$ cat src/rtl/cpu_mem_pkg.sv
// Shared state/owner encodings and width defaults for the CPU memory arbiter.
package cpu_mem_pkg;

  localparam int unsigned DEFAULT_ADDR_W = 32;
  localparam int unsigned DEFAULT_DATA_W = 32;

  typedef enum logic [1:0] {IDLE, REQ, RESP, DONE} arb_state_e;

  typedef enum logic [1:0] {OWN_NONE, OWN_INST, OWN_DATA} arb_owner_e;

endpackage

$ cat src/rtl/mem_arb_pick.sv
// Winner select between fetch and data ports; data has priority unless fetch has
// been passed over STARVE_MAX times in a row.
module mem_arb_pick #(
  parameter int unsigned STARVE_MAX = 4
) (
  input  logic clk,
  input  logic resetn,
  input  logic idle,
  input  logic inst_req,
  input  logic data_req,
  output logic grant_inst,
  output logic grant_data
);

  localparam int unsigned CNT_W = $clog2(STARVE_MAX + 1);

  logic [CNT_W-1:0] starve_q;
  logic             starved;

  assign starved    = inst_req && (starve_q == CNT_W'(STARVE_MAX));
  assign grant_data = idle && data_req && !starved;
  assign grant_inst = idle && inst_req && !grant_data;

  // Counts data grants made while a fetch waits; saturates at STARVE_MAX.
  always_ff @(posedge clk) begin
    if (!resetn) begin
      starve_q <= '0;
    end else if (grant_inst) begin
      starve_q <= '0;
    end else if (grant_data && inst_req && (starve_q != CNT_W'(STARVE_MAX))) begin
      starve_q <= starve_q + CNT_W'(1);
    end
  end

endmodule

$ cat src/rtl/cpu_mem_arbiter.sv
// Merges CPU fetch and load/store ports onto one memory port, one transaction
// in flight: IDLE accepts, REQ holds mem_req until gnt, RESP waits rvalid, DONE pulses.
module cpu_mem_arbiter
  import cpu_mem_pkg::*;
#(
  parameter int unsigned ADDR_W     = DEFAULT_ADDR_W,
  parameter int unsigned DATA_W     = DEFAULT_DATA_W,
  parameter int unsigned STARVE_MAX = 4
) (
  input  logic                clk,
  input  logic                resetn,
  input  logic                inst_req,
  input  logic [ADDR_W-1:0]   inst_addr,
  output logic                inst_addr_ok,
  output logic                inst_data_ok,
  output logic [DATA_W-1:0]   inst_rdata,
  input  logic                data_req,
  input  logic                data_wr,
  input  logic [DATA_W/8-1:0] data_wstrb,
  input  logic [ADDR_W-1:0]   data_addr,
  input  logic [DATA_W-1:0]   data_wdata,
  output logic                data_addr_ok,
  output logic                data_data_ok,
  output logic [DATA_W-1:0]   data_rdata,
  output logic                mem_req,
  output logic                mem_wr,
  output logic [DATA_W/8-1:0] mem_wstrb,
  output logic [ADDR_W-1:0]   mem_addr,
  output logic [DATA_W-1:0]   mem_wdata,
  input  logic                mem_gnt,
  input  logic                mem_rvalid,
  input  logic [DATA_W-1:0]   mem_rdata,
  output logic                proto_err
);

  arb_state_e          state_q;
  arb_owner_e          owner_q;
  logic                idle;
  logic                grant_inst;
  logic                grant_data;
  logic                mem_req_q;
  logic                mem_wr_q;
  logic [DATA_W/8-1:0] mem_wstrb_q;
  logic [ADDR_W-1:0]   mem_addr_q;
  logic [DATA_W-1:0]   mem_wdata_q;
  logic [DATA_W-1:0]   inst_rdata_q;
  logic [DATA_W-1:0]   data_rdata_q;
  logic                inst_data_ok_q;
  logic                data_data_ok_q;
  logic                proto_err_q;

  // Gating with resetn keeps addr_ok low while reset is held.
  assign idle = resetn && (state_q == IDLE);

  mem_arb_pick #(
    .STARVE_MAX(STARVE_MAX)
  ) u_pick (
    .clk       (clk),
    .resetn    (resetn),
    .idle      (idle),
    .inst_req  (inst_req),
    .data_req  (data_req),
    .grant_inst(grant_inst),
    .grant_data(grant_data)
  );

  always_ff @(posedge clk) begin
    if (!resetn) begin
      state_q        <= IDLE;
      owner_q        <= OWN_NONE;
      mem_req_q      <= 1'b0;
      mem_wr_q       <= 1'b0;
      mem_wstrb_q    <= '0;
      mem_addr_q     <= '0;
      mem_wdata_q    <= '0;
      inst_rdata_q   <= '0;
      data_rdata_q   <= '0;
      inst_data_ok_q <= 1'b0;
      data_data_ok_q <= 1'b0;
      proto_err_q    <= 1'b0;
    end else begin
      inst_data_ok_q <= 1'b0;
      data_data_ok_q <= 1'b0;
      if (mem_rvalid && (state_q != RESP)) begin
        proto_err_q <= 1'b1;
      end
      case (state_q)
        IDLE: begin
          if (grant_data) begin
            owner_q     <= OWN_DATA;
            mem_req_q   <= 1'b1;
            mem_wr_q    <= data_wr;
            mem_wstrb_q <= data_wstrb;
            mem_addr_q  <= data_addr;
            mem_wdata_q <= data_wdata;
            state_q     <= REQ;
          end else if (grant_inst) begin
            owner_q     <= OWN_INST;
            mem_req_q   <= 1'b1;
            mem_wr_q    <= 1'b0;
            mem_wstrb_q <= '0;
            mem_addr_q  <= inst_addr;
            mem_wdata_q <= '0;
            state_q     <= REQ;
          end
        end
        REQ: begin
          if (mem_gnt) begin
            mem_req_q <= 1'b0;
            state_q   <= RESP;
          end
        end
        RESP: begin
          if (mem_rvalid) begin
            state_q <= DONE;
            if (owner_q == OWN_INST) begin
              inst_data_ok_q <= 1'b1;
              if (!mem_wr_q) inst_rdata_q <= mem_rdata;
            end else begin
              data_data_ok_q <= 1'b1;
              if (!mem_wr_q) data_rdata_q <= mem_rdata;
            end
          end
        end
        DONE: begin
          owner_q <= OWN_NONE;
          state_q <= IDLE;
        end
        default: state_q <= IDLE;
      endcase
    end
  end

  assign inst_addr_ok = grant_inst;
  assign data_addr_ok = grant_data;
  assign inst_data_ok = inst_data_ok_q;
  assign data_data_ok = data_data_ok_q;
  assign inst_rdata   = inst_rdata_q;
  assign data_rdata   = data_rdata_q;
  assign mem_req      = mem_req_q;
  assign mem_wr       = mem_wr_q;
  assign mem_wstrb    = mem_wstrb_q;
  assign mem_addr     = mem_addr_q;
  assign mem_wdata    = mem_wdata_q;
  assign proto_err    = proto_err_q;

endmodule
$ cat config.mk
export PLATFORM = sky130hd
export DESIGN_NAME = cpu_mem_arbiter
export DESIGN_NICKNAME = d
export VERILOG_FILES = /design/src/rtl/cpu_mem_pkg.sv /design/src/rtl/mem_arb_pick.sv /design/src/rtl/cpu_mem_arbiter.sv
export SDC_FILE = /design/constraint.sdc
export NUM_CORES = 1
export LEC_CHECK = 0
export BUFFER_PORTS_ARGS = -buffer_cell sky130_fd_sc_hd__buf_4
export CORE_MARGIN = 2
export CORE_UTILIZATION = 42
export DETAILED_ROUTE_END_ITERATION = 10
export GPL_ROUTABILITY_DRIVEN = 0
export PLACE_DENSITY = 0.87
export SKIP_LAST_GASP = 1
export SLEW_MARGIN = 20
export SYNTH_ARGS = -nofsm -noshare
export SYNTH_HDL_FRONTEND = slang
export SYNTH_SLANG_ARGS = --single-unit
$ cat constraint.sdc
create_clock -name clk -period 1.7 [get_ports clk]
set_input_delay 0.085 -clock clk [delete_from_list [all_inputs] [get_ports clk]]
set_output_delay 0.085 -clock clk [all_outputs]
set_load 0.1 [all_outputs]
==> impl_metrics.tcl <==
set metrics [dict create \
    synthMuxAreaShare_pct 0 \
    synthDistinctLibCells 34 \
    wirelength_um 25500 \
    post_drt_via_cell_ratio 6.00 \
    synth_top_area_share_pct 50.1 \
    irDropWorstVdd_uv 941 \
    seq_area_mm2 0.00289 \
    nNetsFinal 1199 \
    synthSimpleGateAreaFrac_pct 11.3 \
    async_flop_share_pct 0 \
    yosysSeqAreaShare_pct 50.1 \
    syn_to_final_growth_pct 76.1 \
    antenna_found_initial 0 \
    worstPathArrival_ps 2040 \
    diodes 0 \
    fin_crit_sh_pct 103 \
    cts_num_sinks 144 \
    synth_area_leader_cell "dfxtp_1" \
    max_freq_ghz 0.568 \
    status "complete, but fails checks" \
    cap_viol_max_count 0 \
    worst_slack_ps -59.4 \
    detail_route.wl_per_cell_um 20.5 \
    first_iter_violations 1045 \
    grt_max_degree 69 \
    slew_violations 0 \
    final_util_pct 76.2 \
    worstPathMaxFanout 41 \
    n_fill_cell 778 \
    ys_seq_elements 144 \
    numPortBuffers 277 \
    synth_flop_cell "dfxtp_1" \
    drc 0 \
    max_stage_delay_ps 380 \
    path_cells "inv_2 -> ha_4 -> buf_4 -> and3_2 -> buf_12 -> a32oi_2 -> nor2_1" \
    synth-compound-area-share_pct 30.6 \
    slew_headroom_pct 66.3 \
    startpoint_type "flip-flop" \
    multi_input_area_mm2 0.00263 \
    tns_ps -84.4 \
    crit_type "reg -> reg" \
    violations "negative hold slack, negative setup slack" \
    yosys-top-cells-area "dfxtp_1 (50%), o21ai_0 (10%), a21oi_1 (9.0%)" \
    fin_crit_ps 1760 \
    endpoint_kind "flip-flop" \
    power_density_mw_per_mm2 1470 \
    hold_class "in -> reg" \
    required_ps 1980 \
    p_leak_uw 0.00424 \
    die_h_um 121 \
    die-area_mm2 0.0147 \
    synthXorXnorAreaFrac_pct 0 \
    fin_skew_ps 7.09 \
    drive_gt1_share_pct 33.6 \
    coreArea_mm2 0.0133 \
    whs_ps -5.42 \
    yosysWarnings 0 \
    syn_area_mm2 0.00576 \
    cts_made_buffers 17 \
    place_ws_ps 64.9 \
    grt_overflow 0 \
    grt_setup_unrepaired "true" \
    grt_pass1_wl_um 37800 \
    crit_path_top_delay_cell "dfxtp_2" \
    vias 7444 \
    grt_pass1_vias 7181 \
    antenna_left 0 \
    final-hold-violation-count 1 \
    worst_pin_slew_ps 505 \
    cts_max_path_buffers 2 \
    num_rows 42 \
    ios 278 \
    syn_area_per_cell_um2 8.49 \
    clkLatencyLatePin_ps 410 \
    clkTransAtPathRegs_ps 60 \
    setup_violations 4 \
    dp_hpwl_um 12400 \
    cts_tree "yes" \
    cts_root_buffer "clkbuf_16" \
    drt_pass1_iterations 7 \
    start_util_pct 43.3 \
    synth_nets 823 \
    syn_inst 678 \
    die_w_um 121 \
    grt.total_usage_pct 32.7 \
    htreeDepth 4 \
    synth_fa_ha_area_share_pct 1.30 \
    synth_top_family_by_area "compound AO/OA/AOI/OAI gates" \
    synth-edff-count 0 \
]
-- repair_timing --
item	4_1_cts	5_1_grt
cloned	2	1
buffers inserted	4	0
endpoints found under the setup margin	2	62
hold endpoints to repair	135	0
resized for setup	24	9
pin swaps	3	2
hold buffers	131	0
-- placed cells by master (no fill, tap or decap), types with 5 or more instances in the layout --
master,n
buf_4,288
dfxtp_1,139
dlygate4sd3_1,131
o21ai_0,116
a21oi_1,104
nand3_1,65
nor2_1,39
a32oi_1,32
a31oi_1,31
clkbuf_16,18
o21ai_1,15
buf_12,12
nand2_1,5
dfxtp_2,5
-- critical path, delay by kind of cell (launching register included) --
family | cells | cell delay, ps
AOI/OAI and AO/OA | 1 | 340
adders and majority gates | 1 | 180
buffers and inverters | 3 | 410
DFF | 1 | 380
and+or+nand+nor | 2 | 310
-- layout make-up --
type                       instances  area share [%]
timing repair buffer             433            37.2
sequential                       144            28.5
multi-input combinational        452            26.0
clock buffer                      23            4.62
tap                              176            2.17
clock inverter                     6            1.31
inverter                           6           0.235
-- final timing paths --
| path | startpoint | end | slack, ps | cells after the start |
|---|---|---|---|---|
| hold / removal | data_addr[31] | mem_addr[31] | -5 | 3 |
| setup / recovery | state_q[1] | mem_wdata[9] | -60 | 7 |
| setup reg to reg | state_q[1] | mem_wdata[9] | -60 | 7 |
| hold reg to reg | proto_err | proto_err | 470 | 2 |
-- cell usage after synthesis, types with 2 or more instances --
| master | instances |
|---|---|
| nand3b_1 | 3 |
| a32oi_1 | 36 |
| buf_6 | 4 |
| clkbuf_1 | 37 |
| nand2b_1 | 2 |
| o21ai_1 | 15 |
| o21ai_0 | 116 |
| nor3b_1 | 3 |
| a21oi_1 | 104 |
| buf_2 | 32 |
| a31oi_1 | 32 |
| nand2_1 | 6 |
| nor2_1 | 40 |
| ha_1 | 6 |
| clkbuf_2 | 3 |
| and3_1 | 2 |
| or3_1 | 3 |
| dfxtp_1 | 144 |
| inv_1 | 5 |
| o21a_1 | 2 |
| nor2b_1 | 4 |
| nand3_1 | 67 |
-- metal layers --
| metal | wire [µm] | vias to the layer above | track usage [%] |
|---|---|---|---|
| met5 | 0 | - | 0 |
| met4 | 1510 | 0 | 19.2 |
| met3 | 2750 | 145 | 8.60 |
| met2 | 12200 | 627 | 54.6 |
| met1 | 9000 | 3427 | 37.4 |
| li1 | - | 3245 | - |
-- power breakdown --
group	switching, µW	internal (µW)	total (µW)
clock	1360	2510	3870
sequential	304	3830	4140
combinational	4950	1910	6850
total	6610	8250	14900
-- flip-flops by register name, summed over array words and instances (netlist names), 2 cells and up --
name and flops:
mem_addr 32, mem_wstrb 4, data_rdata 32, u_pick.starve_q 3, inst_rdata 32, state_q 2
mem_wdata 32, owner_q 2
-- stage by stage --
step | area, µm² | std cells | power (µW)
after floorplan | 5780 | 678 | 8640
after global placement | 8020 | 1075 | 10100
after detailed placement | 8020 | 1075 | 10200
after CTS | 10100 | 1240 | 14500
after global routing | 10100 | 1240 | 15300
final | 10100 | 1240 | 14900
-- cell families (layout without fill, tap and decap cells) --
| group | after synthesis | count (layout) |
|---|---|---|
| AO/OA/AOI/OAI | 311 | 311 |
| adder cells (fa/ha/maj) | 6 | 6 |
| buffers and inverters | 83 | 468 |
| flip-flops | 144 | 144 |
| AND/OR/NAND/NOR | 134 | 135 |
Power figures use the tool's default switching activity.
